### src/rtl/packet_source_gen_pkg.sv
// packet_source_gen_pkg: shared constants, state encodings and LFSR helpers for the packet source
package packet_source_gen_pkg;
  localparam logic [31:0] LFSR_TAPS = 32'h8020_0003;
  localparam logic [1:0] S_IDLE = 2'd0, S_ACK_WAIT = 2'd1, S_GAP = 2'd2, S_DONE = 2'd3;
  function automatic int head_bit(input int size);
    return size - 1;
  endfunction
  function automatic int dest_msb(input int size);
    return size - 2;
  endfunction
  function automatic logic [31:0] lfsr_next(input logic [31:0] s);
    return (s >> 1) ^ (s[0] ? LFSR_TAPS : 32'd0);
  endfunction
  function automatic logic [31:0] lfsr_seed(input logic [31:0] seed, input logic [31:0] id);
    return (seed ^ id) == 32'd0 ? 32'd1 : seed ^ id;
  endfunction
endpackage

### src/rtl/packet_source_gen_if.sv
// packet_source_gen_if: two-phase req/ack flit channel between a source and a router port
interface packet_source_gen_if #(parameter int SIZE = 8);
  logic req;
  logic ack;
  logic [SIZE-1:0] data;
  modport master (output req, data, input ack);
  modport slave (input req, data, output ack);
endinterface

### src/rtl/packet_source_gen_lfsr32.sv
// packet_source_gen_lfsr32: seeded 32-bit Galois LFSR that steps once per advance pulse
module packet_source_gen_lfsr32
  import packet_source_gen_pkg::*;
#(
  parameter logic [31:0] SEED = 32'd1,
  parameter logic [31:0] ID = 32'd0
) (
  input  logic clk,
  input  logic reset,
  input  logic advance,
  output logic [31:0] state
);
  always_ff @(posedge clk) begin
    if (reset) state <= lfsr_seed(SEED, ID);
    else if (advance) state <= lfsr_next(state);
  end
endmodule

### src/rtl/packet_source_gen.sv
// packet_source_gen: emits seeded multi-flit packets over a toggle req/ack channel with gap, limit and error flag
module packet_source_gen
  import packet_source_gen_pkg::*;
#(
  parameter int ID = 0,
  parameter int DESTINATION = 0,
  parameter int FLITS = 8,
  parameter int SIZE = 8,
  parameter int DESTINATION_BITS = 4,
  parameter int PACKETS = 0,
  parameter int GAP = 0,
  parameter int SEED = 1
) (
  input  logic clk,
  input  logic reset,
  input  logic enable,
  packet_source_gen_if.master ch,
  output logic busy,
  output logic done,
  output logic [15:0] packets_sent,
  output logic protocol_err
);
  logic [1:0] state;
  logic ack_old, ack_rx, last, issue;
  logic [7:0] flit_idx;
  logic [15:0] gap_cnt;
  logic [31:0] lfsr;
  logic [SIZE-1:0] flit;

  assign ack_rx = ch.ack ^ ack_old;
  assign last = flit_idx == 8'(FLITS - 1);
  assign issue = (state == S_IDLE && enable && !done) || (state == S_ACK_WAIT && ack_rx && !last);
  assign busy = state == S_ACK_WAIT;
  assign done = state == S_DONE;

  // The head flit is only ever issued from IDLE, so the state alone selects the flit format
  always_comb begin
    flit = SIZE'(lfsr);
    flit[head_bit(SIZE)] = state == S_IDLE;
    if (state == S_IDLE) flit[dest_msb(SIZE) -: DESTINATION_BITS] = DESTINATION_BITS'(DESTINATION);
  end

  packet_source_gen_lfsr32 #(.SEED(32'(SEED)), .ID(32'(ID))) u_lfsr (
    .clk(clk),
    .reset(reset),
    .advance(issue),
    .state(lfsr)
  );

  always_ff @(posedge clk) begin
    if (reset) begin
      state <= S_IDLE;
      ack_old <= 1'b0;
      flit_idx <= 8'd0;
      gap_cnt <= 16'd0;
      ch.req <= 1'b0;
      ch.data <= '0;
      packets_sent <= 16'd0;
      protocol_err <= 1'b0;
    end else begin
      ack_old <= ch.ack;
      if (issue) begin
        ch.data <= flit;
        ch.req <= ~ch.req;
      end
      if (ack_rx && state != S_ACK_WAIT) protocol_err <= 1'b1;
      if (state == S_IDLE && issue) begin
        flit_idx <= 8'd0;
        state <= S_ACK_WAIT;
      end
      if (state == S_ACK_WAIT && ack_rx) begin
        flit_idx <= last ? 8'd0 : flit_idx + 8'd1;
        if (last) begin
          packets_sent <= packets_sent + 16'd1;
          gap_cnt <= 16'(GAP - 1);
          state <= (PACKETS != 0 && 32'(packets_sent) + 32'd1 == 32'(PACKETS)) ? S_DONE :
                   (GAP == 0 ? S_IDLE : S_GAP);
        end
      end
      if (state == S_GAP) begin
        gap_cnt <= gap_cnt - 16'd1;
        if (gap_cnt == 16'd0) state <= S_IDLE;
      end
    end
  end
endmodule

### src/flat_wrapper.sv
// flat-port wrapper written by rule: the top's interface ports become plain ports
module packet_source_gen_flat import packet_source_gen_pkg::*;
#(
  parameter int ID = 0,
  parameter int DESTINATION = 0,
  parameter int FLITS = 8,
  parameter int SIZE = 8,
  parameter int DESTINATION_BITS = 4,
  parameter int PACKETS = 0,
  parameter int GAP = 0,
  parameter int SEED = 1
)
  (clk, reset, enable, busy, done, packets_sent, protocol_err, ch_req, ch_data, ch_ack);
  packet_source_gen_if #(.SIZE(SIZE)) ch_i ();
  input  logic clk;
  input  logic reset;
  input  logic enable;
  output logic busy;
  output logic done;
  output logic [15:0] packets_sent;
  output logic protocol_err;
  output wire logic [$bits(ch_i.req)-1:0] ch_req;
  output wire logic [$bits(ch_i.data)-1:0] ch_data;
  input wire logic [$bits(ch_i.ack)-1:0] ch_ack;
  assign ch_req = ch_i.req;
  assign ch_data = ch_i.data;
  assign ch_i.ack = ch_ack;
  packet_source_gen #(.ID(ID), .DESTINATION(DESTINATION), .FLITS(FLITS), .SIZE(SIZE), .DESTINATION_BITS(DESTINATION_BITS), .PACKETS(PACKETS), .GAP(GAP), .SEED(SEED)) u_core (.clk(clk), .reset(reset), .enable(enable), .ch(ch_i), .busy(busy), .done(done), .packets_sent(packets_sent), .protocol_err(protocol_err));
endmodule
### config.mk
export PLATFORM = sky130hd
export DESIGN_NAME = packet_source_gen_flat
export DESIGN_NICKNAME = d
export VERILOG_FILES = /design/src/rtl/packet_source_gen_pkg.sv /design/src/rtl/packet_source_gen_if.sv /design/src/rtl/packet_source_gen_lfsr32.sv /design/src/rtl/packet_source_gen.sv /design/src/flat_wrapper.sv
export SDC_FILE = /design/constraint.sdc
export NUM_CORES = 1
export LEC_CHECK = 0
export CAP_MARGIN = 20
export CORE_UTILIZATION = 55
export DETAILED_ROUTE_END_ITERATION = 8
export PLACE_DENSITY = 0.78
export SETUP_SLACK_MARGIN = 0.15
export SLEW_MARGIN = 40
export SYNTH_ARGS = -nofsm -noshare
export SYNTH_HDL_FRONTEND = slang
export SYNTH_HIERARCHICAL = 1
export SYNTH_SLANG_ARGS = --single-unit
### constraint.sdc
create_clock -name clk -period 2.5 [get_ports clk]
set_input_delay 0.25 -clock clk [delete_from_list [all_inputs] [get_ports clk]]
set_output_delay 0.25 -clock clk [all_outputs]
set_load 0.005 [all_outputs]
==> flow_summary_export.csv <==
group,metric,value,unit
status,status,"completed",
sta,setup_slack,435,ps
critical_path,worstSetupEndpointType,"flop",
pwr,powerDensity,610,mW/mm^2
drt,wire_per_inst,13.8,microns
critical_path,cpMaxStageDelayCell,"dfxtp_1",
cts,cts_inserted_buffers,9,
critical_path,cp_top_family,"simple AND/OR/NAND/NOR gates",
synthesis,yosys_warnings,6,
cts,cts_hold_buf,0,
pwr,total_power,0.00257,W
global_route,antenna_found_initial,0,
critical_path,critPathLaunchType,"flop",
cts,clock_path_buffers,2,
cells_and_area,final_cell_mix,"dfxtp_1, nor2_1, mux2i_1",
drt,wl_met3,201,microns
pwr,ir_worst_vdd,0.677,mV
drt,wl,6950,microns
critical_path,required,2730,ps
min_path,holdCritStartpoint,"reset",
critical_path,r2r_end,"u_core/u_lfsr/state[22]",
drt,postRouteAntennaNets,0,
drt,wl_met2,3200,microns
drt,num_vias,2949,
synthesis,synth_area,0.00368,sq mm
die,fp-row-count,29,
critical_path,r2r_start,"u_core/flit_idx[0]",
sta,tightestPinTransition,666,ps
cts,cts_tree,"built",
sta,finalCritPeriodShare,82.6,%
synthesis,synth_xor_area_share,1.39,%
critical_path,crit_arrival,2290,ps
sta,clock.fmax,484,MHz
cts,cts-resized-gates,0,
cells_and_area,final_common_cell,"dfxtp_1",
cts,clk_latency,350,ps
placement,dp_slack,373,ps
die,die_w,83.8,microns
synthesis,syn_nets,399,
synthesis,synth_cell_types,49,
critical_path,ff2ff_path_depth,8,
cts,path_clk_slew,90,ps
synthesis,synth-seq-area-share,46.2,%
sta,whs,383,ps
min_path,worstHoldPathCells,2,
critical_path,startpoint,"u_core/flit_idx[0]",
sta,setup_viol,0,
synthesis,synthesis.instances,392,
synthesis,synth_top_family_by_area,"simple AND/OR/NAND/NOR gates",
synthesis,synth_edf_count,0,
global_route,grt_pass1_vias,2672,
cells_and_area,drive_gt1_share,9.41,%
cells_and_area,fin_nets,427,
synthesis,synthAdderAreaFrac,1.02,%
global_route,track_usage,20.6,%
global_route,grt_pass1_wl,11900,microns
sta,hold_viol,0,
critical_path,slowest_delay,340,ps
die,boundaryPins,32,
critical_path,crit_type,"reg2reg",
cells_and_area,area_delta_synth_final,14.3,%
cells_and_area,antenna_cells,0,
placement,io_buffers,31,
sta,relSlewSlack,55.6,%
critical_path,crit_chain,"ha_1 -> and4bb_2 -> nand2_1 -> a21oi_2 -> inv_1 -> buf_4 -> mux2i_1 -> nor2_1",
drt,drc,0,
synthesis,muxShareOfSynthArea,9.01,%
pwr,power_leakage,1.50,nW
critical_path,cp.buffers_inverters,2,
drt,drt-pass1-iter-count,4,
sta,period_minus_slack,2060,ps
cts,h-tree-depth,3,
drt,drt-vias-per-instance,5.87,
cts,cts.sinks,85,
sta,skew,11.2,ps
sta,drv_slew,0,
synthesis,synth.avg_cell_area,9.39,sq um
die,fp.dieH,83.8,microns
drt,topRoutingLayerUsed,"met4",
critical_path,rrSetupSlack,440,ps
die,dieArea,0.00702,sq mm
cts,cts-root-buf,"clkbuf_8",
die,initial_core_util,57.6,%
synthesis,ys.flop_type,"dfxtp_1",
sta,tns,0,ps
placement,gp_congestion,0.767,
critical_path,cp_max_fo,22,
synthesis,ys_async_sr_fraction,0,%
synthesis,synth_compound_area_share,15.3,%
cts,post_cts_buffers,0,
run,max_cap_viol_count,0,
global_route,grt_max_degree,53,
global_route,overflow,0,
synthesis,synth-seq-cells,85,
min_path,hold_end,"u_core/u_lfsr/state[28]",
drt,drt-initial-drc-count,149,
drt,wl_met1,3450,microns
die,coreArea,0.00639,sq mm
min_path,holdCritPathClass,"in2reg",
sta,rsz0062_at_grt,"no",
synthesis,synth_simple_gate_area_share,21.9,%
placement,dp_hpwl,4570,microns
## power breakdown
part / internal [W] / switching [W]
Combinational: 0.0000808 / 0.0000958
Clock: 0.000478 / 0.000520
Sequential: 0.00138 / 0.0000181
## cells by family after synthesis
group	count (synthesis)
and+or+nand+nor	150
DFF	85
AOI/OAI and AO/OA	84
muxes	33
buffers and inverters	32
xor gates and xnor gates	5
adders and majority gates	3
## area by class of cell
| class | instances | area [sq um] |
|---|---|---|
| inverters | 10 | 37.5 |
| fillers | 516 | 2180 |
| multi-input cells | 275 | 1790 |
| well taps | 77 | 96.3 |
| flip-flops and latches | 85 | 1700 |
| clock buffers | 9 | 124 |
| repair buffers | 39 | 378 |
| clock inverters | 7 | 81.3 |
## worst max-delay path by stage
stage,end,slack [ps],cells past startpoint
finish,u_core/u_lfsr/state[22],440,8
global route,u_core/u_lfsr/state[17],280,8
CTS,u_core/u_lfsr/state[17],460,8
detailed placement,u_core/packets_sent[12],370,6
global placement,u_core/packets_sent[6],420,6
floorplan,u_core/u_lfsr/state[10],600,9
## Yosys cell counts (all sizes together), types with 3 or more instances
master  count  area [sq um]
xnor2       4          35.0
a31oi       4          25.0
nor3       20           116
and3        4          26.3
clkbuf     11          41.3
nand4       3          18.8
o21ai       4          20.0
buf        11           111
o211ai      6          45.0
and4        3          26.3
a311oi      6          52.6
or4b        3          33.8
a211oi     16           130
or3         6          37.5
ha          3          37.5
nand2      22          82.6
or4        14           105
mux2i      32           320
dfxtp      85          1700
nor2       46           180
nand3      16          80.1
inv        10          37.5
o31ai      11          82.6
a21oi      31           159
nor4        4          25.0
## per-stage QoR
stage | utilization (%) | area [sq um] | cells
floorplan | - | 3680 | 392
global placement | 62.7 | 4000 | 486
detailed placement | 62.7 | 4000 | 486
CTS | 65.9 | 4210 | 502
global route | 65.9 | 4210 | 502
finish | 65.9 | 4210 | 502
## metal layers
layer  track usage [%]  up-vias
met5                 0        -
met4              6.93        0
met3              6.13        8
met2              32.7       47
met1              26.9     1384
li1                  -     1510
## flip-flops by register name, summed over array words and instances, names as in the netlist
| name | cells |
|---|---|
| u_core/gap_cnt | 16 |
| u_core/flit_idx | 8 |
| u_core/packets_sent | 16 |
| u_core/state | 2 |
| u_core/ack_old | 1 |
| u_core/u_lfsr/state | 32 |
| u_core/ch.req | 1 |
| u_core/ch.data | 8 |
| u_core/protocol_err | 1 |
(Power assumes the default switching activity.)
